**src/rtl/piso_serializer_if.sv**
```systemverilog
// Word-in / bit-out link bundle for piso_serializer.
// A word moves from master to serializer on a rising edge where in_valid && in_ready
// (and the serializer's en is high); the master holds d and in_valid stable until then.
interface piso_serializer_if #(
  parameter int N = 8
);
  logic [N-1:0] d;
  logic         in_valid;
  logic         in_ready;
  logic         sout;
  logic         sout_valid;
  logic         last;

  modport master (
    output d,
    output in_valid,
    input  in_ready,
    input  sout,
    input  sout_valid,
    input  last
  );

  modport slave (
    input  d,
    input  in_valid,
    output in_ready,
    output sout,
    output sout_valid,
    output last
  );
endinterface

```
**src/rtl/piso_serializer.sv**
```systemverilog
// Parallel-in / serial-out transmitter: loads an N-bit word on a handshake and
// emits it one bit per enabled clock, MSB or LSB first, with back-to-back streaming.
module piso_serializer #(
  parameter int N         = 8,
  parameter bit MSB_FIRST = 1'b1
) (
  input  logic                 clk,
  input  logic                 reset,
  input  logic                 en,
  piso_serializer_if.slave     s,
  output logic                 busy,
  output logic                 dbg_state,
  output logic [$clog2(N)-1:0] dbg_cnt
);

  localparam int CW = $clog2(N);

  typedef enum logic {
    IDLE  = 1'b0,
    SHIFT = 1'b1
  } state_t;

  state_t        state;
  logic [N-1:0]  sh;
  logic [CW-1:0] cnt;

  logic last_bit;
  logic ready;
  logic accept;

  // All outputs are decoded from registers; only in_ready feeds back into accept.
  assign last_bit = (state == SHIFT) && (cnt == '0);
  assign ready    = (state == IDLE) || last_bit;
  assign accept   = en && s.in_valid && ready;

  assign s.in_ready   = ready;
  assign s.sout_valid = (state == SHIFT);
  assign s.last       = last_bit;
  assign s.sout       = MSB_FIRST ? sh[N-1] : sh[0];
  assign busy         = (state == SHIFT);
  assign dbg_state    = (state == SHIFT);
  assign dbg_cnt      = cnt;

  always_ff @(posedge clk) begin
    if (reset) begin
      state <= IDLE;
      sh    <= '0;
      cnt   <= '0;
    end else if (en) begin
      if (accept) begin
        // Covers both a load from IDLE and the gap-free reload on the last bit.
        sh    <= s.d;
        cnt   <= CW'(N - 1);
        state <= SHIFT;
      end else if (state == SHIFT) begin
        if (cnt == '0) begin
          // Clearing sh keeps sout at 0 while idle.
          state <= IDLE;
          sh    <= '0;
        end else begin
          if (MSB_FIRST) begin
            sh <= {sh[N-2:0], 1'b0};
          end else begin
            sh <= {1'b0, sh[N-1:1]};
          end
          cnt <= cnt - 1'b1;
        end
      end
    end
  end

endmodule

```
**src/flat_wrapper.sv**
```systemverilog
// flat-port wrapper written by rule: the top's interface ports become plain ports
module piso_serializer_flat 
#(
  parameter int N         = 8,
  parameter bit MSB_FIRST = 1'b1
)
  (clk, reset, en, busy, dbg_state, dbg_cnt, s_d, s_in_valid, s_in_ready, s_sout, s_sout_valid, s_last);
  piso_serializer_if #(.N(N)) s_i ();
  input  logic clk;
  input  logic reset;
  input  logic en;
  output logic busy;
  output logic dbg_state;
  output logic [$clog2(N)-1:0] dbg_cnt;
  input wire logic [$bits(s_i.d)-1:0] s_d;
  input wire logic [$bits(s_i.in_valid)-1:0] s_in_valid;
  output wire logic [$bits(s_i.in_ready)-1:0] s_in_ready;
  output wire logic [$bits(s_i.sout)-1:0] s_sout;
  output wire logic [$bits(s_i.sout_valid)-1:0] s_sout_valid;
  output wire logic [$bits(s_i.last)-1:0] s_last;
  assign s_i.d = s_d;
  assign s_i.in_valid = s_in_valid;
  assign s_in_ready = s_i.in_ready;
  assign s_sout = s_i.sout;
  assign s_sout_valid = s_i.sout_valid;
  assign s_last = s_i.last;
  piso_serializer #(.N(N), .MSB_FIRST(MSB_FIRST)) u_core (.clk(clk), .reset(reset), .en(en), .s(s_i), .busy(busy), .dbg_state(dbg_state), .dbg_cnt(dbg_cnt));
endmodule
```
**config.mk**
```make
export PLATFORM = sky130hd
export DESIGN_NAME = piso_serializer_flat
export DESIGN_NICKNAME = d
export VERILOG_FILES = /design/src/rtl/piso_serializer_if.sv /design/src/rtl/piso_serializer.sv /design/src/flat_wrapper.sv
export SDC_FILE = /design/constraint.sdc
export NUM_CORES = 1
export LEC_CHECK = 0
export BUFFER_PORTS_ARGS = -buffer_cell sky130_fd_sc_hd__buf_2
export CORE_AREA = 2 2 39 41
export CTS_BUF_LIST = sky130_fd_sc_hd__clkbuf_4 sky130_fd_sc_hd__clkbuf_8
export CTS_CLUSTER_SIZE = 24
export DETAILED_ROUTE_END_ITERATION = 10
export DIE_AREA = 0 0 41 43
export GPL_ROUTABILITY_DRIVEN = 1
export PLACE_DENSITY = 0.74
export SKIP_LAST_GASP = 1
export SLEW_MARGIN = 20
export SYNTH_ARGS = -nofsm -noshare
export SYNTH_HDL_FRONTEND = slang
export SYNTH_SLANG_ARGS = --single-unit
```
**constraint.sdc**
```tcl
create_clock -name clk -period 2.1 [get_ports clk]
set_input_delay 0.105 -clock clk [delete_from_list [all_inputs] [get_ports clk]]
set_output_delay 0.105 -clock clk [all_outputs]
set_load 0.05 [all_outputs]
```
# --- Word-level counts from Yosys, hierarchy flattened ---
# Cells that the tools add are included.
word_totals:
  register_bits: 12
  wordCells: 23
classes:
  n_addsub: 1
  n_eq_ne: 1
  n_mux: 9
  n_bitwise: 1
  n_reduce_logical: 8
op_table:
  columns: ["cell", "n"]
  rows:
  - ["$mux 8", 3]
  - ["$mux 3", 3]
  - ["$logic_and 1x1->1", 3]
  - ["$logic_not 3->1", 1]
  - ["$mux 1", 3]
  - ["$reduce_and 3->1", 1]
  - ["$sub 3x1->3 const B", 1]
  - ["$ne 2x1->1 const B", 1]
  - ["$reduce_and 2->1", 1]
  - ["$reduce_bool 2->1", 1]
  - ["$logic_or 1x1->1", 1]
  - ["$not 1->1", 1]

# --- Depth between registers and ports, before layout ---
# Gate-level depths: netlist of run 1.
depth:
  depth_word: 6
  ltp_mapped: 7
  depth_no_buf: 7

# --- Least setup slack after synthesis of run 1 ---
# OpenSTA, ideal clock, no wires.
synth_path:
  kind: "reg2reg"
  start: "register u_core.cnt[0] (netlist: u_core.dbg_cnt[0])"
  end: "register u_core.sh[6]"
  arrival_ns: 2.067
  setup_slack_ns: -0.089
  stages_incl_launch_ff: 8
  path_buffers: 0
  period_less_slack_ns: 2.189
  cell_sequence: "dfxtp_1 -> inv_1 -> ha_1 -> ha_1 -> and2b_4 -> inv_2 -> and3_4 -> a221o_1"
synth_via:
  elab_chain_len: 6
  elab_cells_between_ends: 9
synth_rtl:
  columns: ["item", "line_no", "text"]
  rows:
  - ["start: declaration", "piso_serializer.sv:25", "logic [CW-1:0] cnt;"]
  - ["start signal: assignment", "piso_serializer.sv:53", "cnt <= CW'(N - 1);"]
  - ["start signal: assignment", "piso_serializer.sv:66", "cnt <= cnt - 1'b1;"]
  - ["$logic_not 3->1 (*)", "piso_serializer.sv:32", "assign last_bit = (state == SHIFT) && (cnt == '0);"]
  - ["$logic_and 1x1->1 (*)", "piso_serializer.sv:32", null]
  - ["$logic_or 1x1->1 (*)", "piso_serializer.sv:33", "assign ready = (state == IDLE) || last_bit;"]
  - ["via s_in_ready", "flat_wrapper.sv:17", "output wire logic [$bits(s_i.in_ready)-1:0] s_in_ready;"]
  - ["$logic_and 1x1->1 (*)", "piso_serializer.sv:34", "assign accept = en && s.in_valid && ready;"]
  - ["$reduce_bool 2->1 (no line)", null, null]
  - ["$reduce_and 2->1 (no line)", null, null]
  - ["end signal: assignment", "piso_serializer.sv:52", "sh <= s.d;"]
  - ["end signal: assignment", "piso_serializer.sv:62", "sh <= {sh[N-2:0], 1'b0};"]
  - ["end signal: assignment", "piso_serializer.sv:64", "sh <= {1'b0, sh[N-1:1]};"]
  - ["end: declaration", "piso_serializer.sv:24", "logic [N-1:0] sh;"]
# The timed path passes the listed nets; every way through them passes the cells marked *. The select of a mux whose other input is x is not followed.
# A chain may end at the register's enable or synchronous reset.

# --- Final worst setup path of run 1 ---
layout_path:
  start: "register u_core.cnt[0] (netlist: u_core.dbg_cnt[0])"
  end: "register u_core.sh[2]"
layout_via:
  elab_chain_len: 6
  elab_cells_between_ends: 9
layout_rtl:
  columns: ["item", "line_no"]
  rows:
  - ["$logic_not 3->1 (*)", "piso_serializer.sv:32, piso_serializer.sv:56"]
  - ["$logic_and 1x1->1", "piso_serializer.sv:32"]
  - ["$logic_or 1x1->1", "piso_serializer.sv:33"]
  - ["$logic_and 1x1->1", "piso_serializer.sv:34"]
  - ["$reduce_bool 2->1 (no line)", null]
  - ["$reduce_and 2->1 (no line)", null]
# Mark *: on every way between the ends. The rest lies on a longest branch, timed or not. The select of a mux whose other input is x is not followed.

==> results.md, run 1 <==
- Status: finished clean
- First-pass GRT wire length: 2010 um
- Final Setup Violations: 0
- Post-CTS Resized: 0
- Max-cap viol count: 0
- PD cells: 791 nW/um2
- Post-CTS setup buffers: 0
- Cts bufs inserted: 3
- Synth top area cells: dfxtp_1 39%, a221o_1 6.5%, a221oi_2 4.9%
- Seq/Total Area, Yosys: 39.3%
- Max frequency: 534 MHz
- CP required: 2.27 ns
- Post-synth cell types: 30
- Initial antenna violation count: 0
- Final WL: 1330 um
- CP arrival: 2.04 ns
- CTS tree: built
- Final Non-Filler Cells: 98
- Most frequent cells in the layout: 20 x buf_2, 10 x dfxtp_1, 4 x nor2_1, 4 x and3_1, 4 x a221o_1
- Core area: 1380 um2
- Final Hold Vio Count: 0
- Critical path's slowest cell: and2b_4
- Critical path class: register to register
- Wire per inst: 13.6 um
- Slowest stage delay, CP: 0.35 ns
- Leakage power: 0.336 nW
- Starting DRT DRC Count: 9
- Die H: 43 um
- Total number of vias: 556
- Worst Setup End Kind: register
- Relative slew slack: 77.6%
- Die footprint: 1760 um2
- Mapped Cells: 64
- Filler cell count: 133
- Largest net degree at the start of global routing: 12
- Worst Skew: 0.00322 ns
- Register area: 243 um2
- # diodes: 0
- Final min period: 1.87 ns
- Synthesis-stage register bit count: 12
- GP Congestion: 0.754
- Vias in the first global route: 469
- Maximum clock path buffer count: 2
- Drt via density: 5.67
- Syn. warnings: 0
- CTS Hold Bufs: 0
- Syn-to-layout area delta: 19.8%
- Multi-input logic area: 319 um2
- Share of layout cells above drive strength 1: 41.5%
- Worst skew pair latency: 0.27 ns
- Die Span X: 41 um
- Post-synth top area share: 39.3%
- DP Cell Count: 94
- Hold Crit Class: primary input to register
- Syn Nets: 78
- Post-DRT Antenna Nets: 0
- DRC: 0
- Max-slew violation count: 0
- CP cell instances: inv_1 -> ha_1 -> ha_1 -> and2b_4 -> inv_2 -> and3_4 -> a221o_1
- GRT Residual Overflow: 0
- Synthesized area: 612 um2
- Ports: 21
- Max IR drop VDD: 0.506 mV
- Htree depth: 1
- Clock-pin slew on the worst setup and hold paths: 0.08 ns
- Root buffer cell: clkbuf_4
- Row count: 14
- Port-buffer cells: 20
- Total Routing Usage GR: 16.8%
- Most common cell after layout, fill and taps aside: buf_2
- DRT Pass-1 Iters: 4
- Fin crit share: 89.1%
- Startpoint types: register
- Nets: 97
- Crit-path most repeated cell: ha_1
- HPWL after DPL: 1000 um
- Syn avg cell area: 9.56 um2
- Measured slew at the worst slew-check pin: 0.335 ns
- CP max FO: 11
- RSZ-0062 raised after global routing: false
- Initial cell density of the core: 44.2%
- CTS Sinks: 12
- Synth area leader: dfxtp_1
- Setup TNS Final: 0 ns
[area by class of cell]
class / count / area share (%)
well taps: 16 / 2.73
inverters: 4 / 2.05
flip-flops and latches: 12 / 33.1
clock buffers: 4 / 4.95
multi-input cells: 42 / 43.5
repair buffers: 20 / 13.7
[cells in the mapped netlist]
library cell / n
a21oi_1: 2
a221o_1: 4
a221oi_2: 2
a22o_1: 1
a22oi_1: 1
a2bb2oi_1: 2
a311oi_1: 2
a31o_2: 1
and2_1: 1
and2_4: 1
and2b_4: 1
and3_1: 4
and3_4: 1
buf_2: 2
buf_4: 3
clkbuf_2: 1
dfxtp_1: 12
ha_1: 2
inv_1: 3
inv_2: 1
nand2_1: 2
nand2b_1: 1
nand3_1: 2
nand3b_1: 1
nand4_1: 1
nor2_1: 4
nor2b_1: 3
o21a_1: 1
o21ai_0: 1
o21ai_2: 1
[critical path, delay by kind of cell, from the launching register on]
family,cells,cell delay (ns)
adders and majority gates,2,0.46
and+or+nand+nor,2,0.53
AOI/OAI and AO/OA,1,0.34
DFF,1,0.34
buffers and inverters,2,0.11
[power by group]
part | internal (W) | total, W | switching, W
Combinational | 0.0000488 | 0.000142 | 0.0000934
Sequential | 0.000243 | 0.000253 | 0.00000975
Clock | 0.000105 | 0.000184 | 0.0000790
Total | 0.000398 | 0.000580 | 0.000182
[state kept, by name (all words and copies together) (netlist names)]
| name | cells |
|---|---|
| u_core.busy | 1 |
| u_core.dbg_cnt | 3 |
| u_core.sh | 8 |
[worst paths after layout]
check,startpoint,cells past startpoint,endpoint,slack (ns)
max,u_core.dbg_cnt[0],7,u_core.sh[2],0.23
max reg2reg,u_core.dbg_cnt[0],7,u_core.sh[2],0.23
min,s_d[3],2,u_core.sh[3],0.05
min reg2reg,u_core.sh[0],2,u_core.sh[0],0.48
[routing by layer]
metal,global-route usage (%),share of wire [%],vias to the layer above
met4,6.00,1.3,0
met3,5.24,6.5,4
met1,22.3,45,256
li1,-,-,271
met2,24.7,47,25
met5,0,0,-
[cells by family (layout without fill, tap and decap cells)]
family	after synthesis	count (layout)	share of synthesized area [%]
and+or+nand+nor	22	22	21.7
AOI/OAI and AO/OA	18	18	26.4
DFF	12	12	39.3
buffers and inverters	10	28	8.59
adders and majority gates	2	2	4.09
[per-stage QoR]
stage	instance area, um2	hold WS, ns	total power, W	utilization (%)	setup WS, ns
floorplan	614	0.244	0.000369	-	0.0768
global placement	697	0.328	0.000395	50.4	0.315
detailed placement	697	0.335	0.000399	50.4	0.243
CTS	733	0.0460	0.000583	53.0	0.227
global route	733	0.0416	0.000604	53.0	0.139
finish	733	0.0483	0.000580	53.0	0.229
Power figures use the tool's default switching activity.
==> run 2, diff against run 1 <==
Settings changed: CTS_BUF_LIST sky130_fd_sc_hd__clkbuf_4 sky130_fd_sc_hd__clkbuf_8 to sky130_fd_sc_hd__clkbuf_4.
==> results.md, run 2 (same netlist as run 1, synthesis figures left out) <==
- Max-slew violation count: 0
- Maximum clock path buffer count: 2
- Max frequency: 534 MHz
- Measured slew at the worst slew-check pin: 0.335 ns
- Post-DRT Antenna Nets: 0
- Share of layout cells above drive strength 1: 40.2%
- Critical path's slowest cell: and2b_4
- Port-buffer cells: 20
- Wire per inst: 13.4 um
- Slowest stage delay, CP: 0.35 ns
- Initial antenna violation count: 0
- Worst Hold Endpoint: u_core.sh[3]
- CP required: 2.27 ns
- Power Total: 0.000542 W
- Reg-to-reg critical path startpoint: u_core.dbg_cnt[0]
- Post-Place Worst Slack: 0.243 ns
- CTS tree: built
- GRT Residual Overflow: 0
- Row count: 14
- Worst Skew: 0.00358 ns
- Die footprint: 1760 um2
- Root buffer cell: clkbuf_4
- Starting DRT DRC Count: 9
- Worst skew pair latency: 0.27 ns
- Most frequent cells in the layout: 20 x buf_2, 10 x dfxtp_1, 4 x nor2_1, 4 x and3_1, 4 x a221o_1
- DRC: 0
- Post-CTS setup buffers: 0
- RSZ-0062 raised after global routing: false
- FF-to-FF path depth: 7
- Hold Crit Class: primary input to register
- Initial cell density of the core: 44.2%
- Startpoint types: register
- CP max FO: 11
- Fin crit share: 89.2%
- Clock-pin slew on the worst setup and hold paths: 0.08 ns
- HPWL after DPL: 1000 um
- Min setup slack post-route: 0.227 ns
- Kind of cell adding the most delay to the critical path: simple AND/OR/NAND/NOR gates
- Critical path class: register to register
- Endpoint of the worst-slack reg-to-reg timing path: u_core.sh[2]
- Register name with the most flops: u_core.sh
- Final min period: 1.87 ns
- Core area: 1380 um2
- Total Routing Usage GR: 16.9%
- Nets: 97
- Cts bufs inserted: 3
- # diodes: 0
- Syn-to-layout area delta: 18.2%
- Die Span X: 41 um
- CP bufs+invs: 2
- Max-cap viol count: 0
- Max FFs per register: 8
- CTS Sinks: 12
- Relative slew slack: 77.6%
- GP Congestion: 0.754
- CTS Hold Bufs: 0
- Post-CTS Resized: 0
- Most common cell after layout, fill and taps aside: buf_2
- CP cell instances: inv_1 -> ha_1 -> ha_1 -> and2b_4 -> inv_2 -> and3_4 -> a221o_1
- First-pass GRT wire length: 2030 um
- Filler cell count: 135
- PD cells: 750 nW/um2
- Worst Setup End Kind: register
- Total number of vias: 549
- CP arrival: 2.04 ns
- Post-layout util: 52.3%
- Max IR drop VDD: 0.406 mV
- Ports: 21
- Final Hold Vio Count: 0
- Die H: 43 um
- Final WL: 1310 um
- Htree depth: 1
- Vias in the first global route: 471
- Drt via density: 5.60
- Leakage power: 0.331 nW
- Reg2reg setup slack: 0.23 ns
- Final Setup Violations: 0
- HP Start: s_d[3]
- Setup TNS Final: 0 ns
- DRT Pass-1 Iters: 4
- Hold path depth: 2
- Status: finished clean
- Crit-path most repeated cell: ha_1
- Largest net degree at the start of global routing: 12
[run 2: cell count changes in the layout (fill, tap and decap cells not counted)]
cell / previous run / this run
clkinv_1: 0 / 1
clkbuf_8: 1 / 0
[run 2: area by class of cell]
type | instances | area, um2 | area share [%]
clock buffer | 3 | 22.5 | 3.11
clock inverter | 1 | 3.75 | 0.519
inverter | 4 | 15.0 | 2.08
multi-input combinational | 42 | 319 | 44.1
sequential | 12 | 243 | 33.6
tap | 16 | 20.0 | 2.77
timing repair buffer | 20 | 100 | 13.8
[run 2: per-stage QoR]
step                instances  hold WS [ns]  area, um2
floorplan                  64         0.244        614
global placement           94         0.328        697
detailed placement         94         0.335        697
CTS                        98        0.0480        723
global route               98        0.0424        723
finish                     98        0.0488        723
[run 2: layer usage]
metal | track usage, % | part of all wire [%] | vias up
met1 | 22.6 | 46 | 256
met4 | 6.00 | 1.4 | 0
met3 | 5.24 | 5.6 | 4
li1 | - | - | 271
met2 | 24.7 | 47 | 18
met5 | 0 | 0 | -
[run 2: where the power goes]
group	leakage (nW)	switching [W]	internal, W
logic	0.216	0.0000930	0.0000488
clock network	0.0154	0.0000784	0.0000688
registers	0.0993	0.00000976	0.000243
[run 2: worst max path at each step]
stage / from / end / slack (ns) / depth (start not counted)
floorplan: u_core.dbg_cnt[2] / u_core.sh[6] / 0.08 / 6
global placement: u_core.dbg_cnt[0] / u_core.sh[6] / 0.32 / 7
detailed placement: u_core.dbg_cnt[0] / u_core.sh[2] / 0.24 / 7
CTS: u_core.dbg_cnt[0] / u_core.sh[2] / 0.23 / 7
global route: u_core.dbg_cnt[0] / u_core.sh[2] / 0.14 / 7
finish: u_core.dbg_cnt[0] / u_core.sh[2] / 0.23 / 7
[run 2: worst register-to-register path: cells and delay by family, from the launching register on]
kind / cells / cell delay (ns)
and+or+nand+nor: 2 / 0.53
adders and majority gates: 2 / 0.46
DFF: 1 / 0.34
AOI/OAI and AO/OA: 1 / 0.34
buffers and inverters: 2 / 0.11
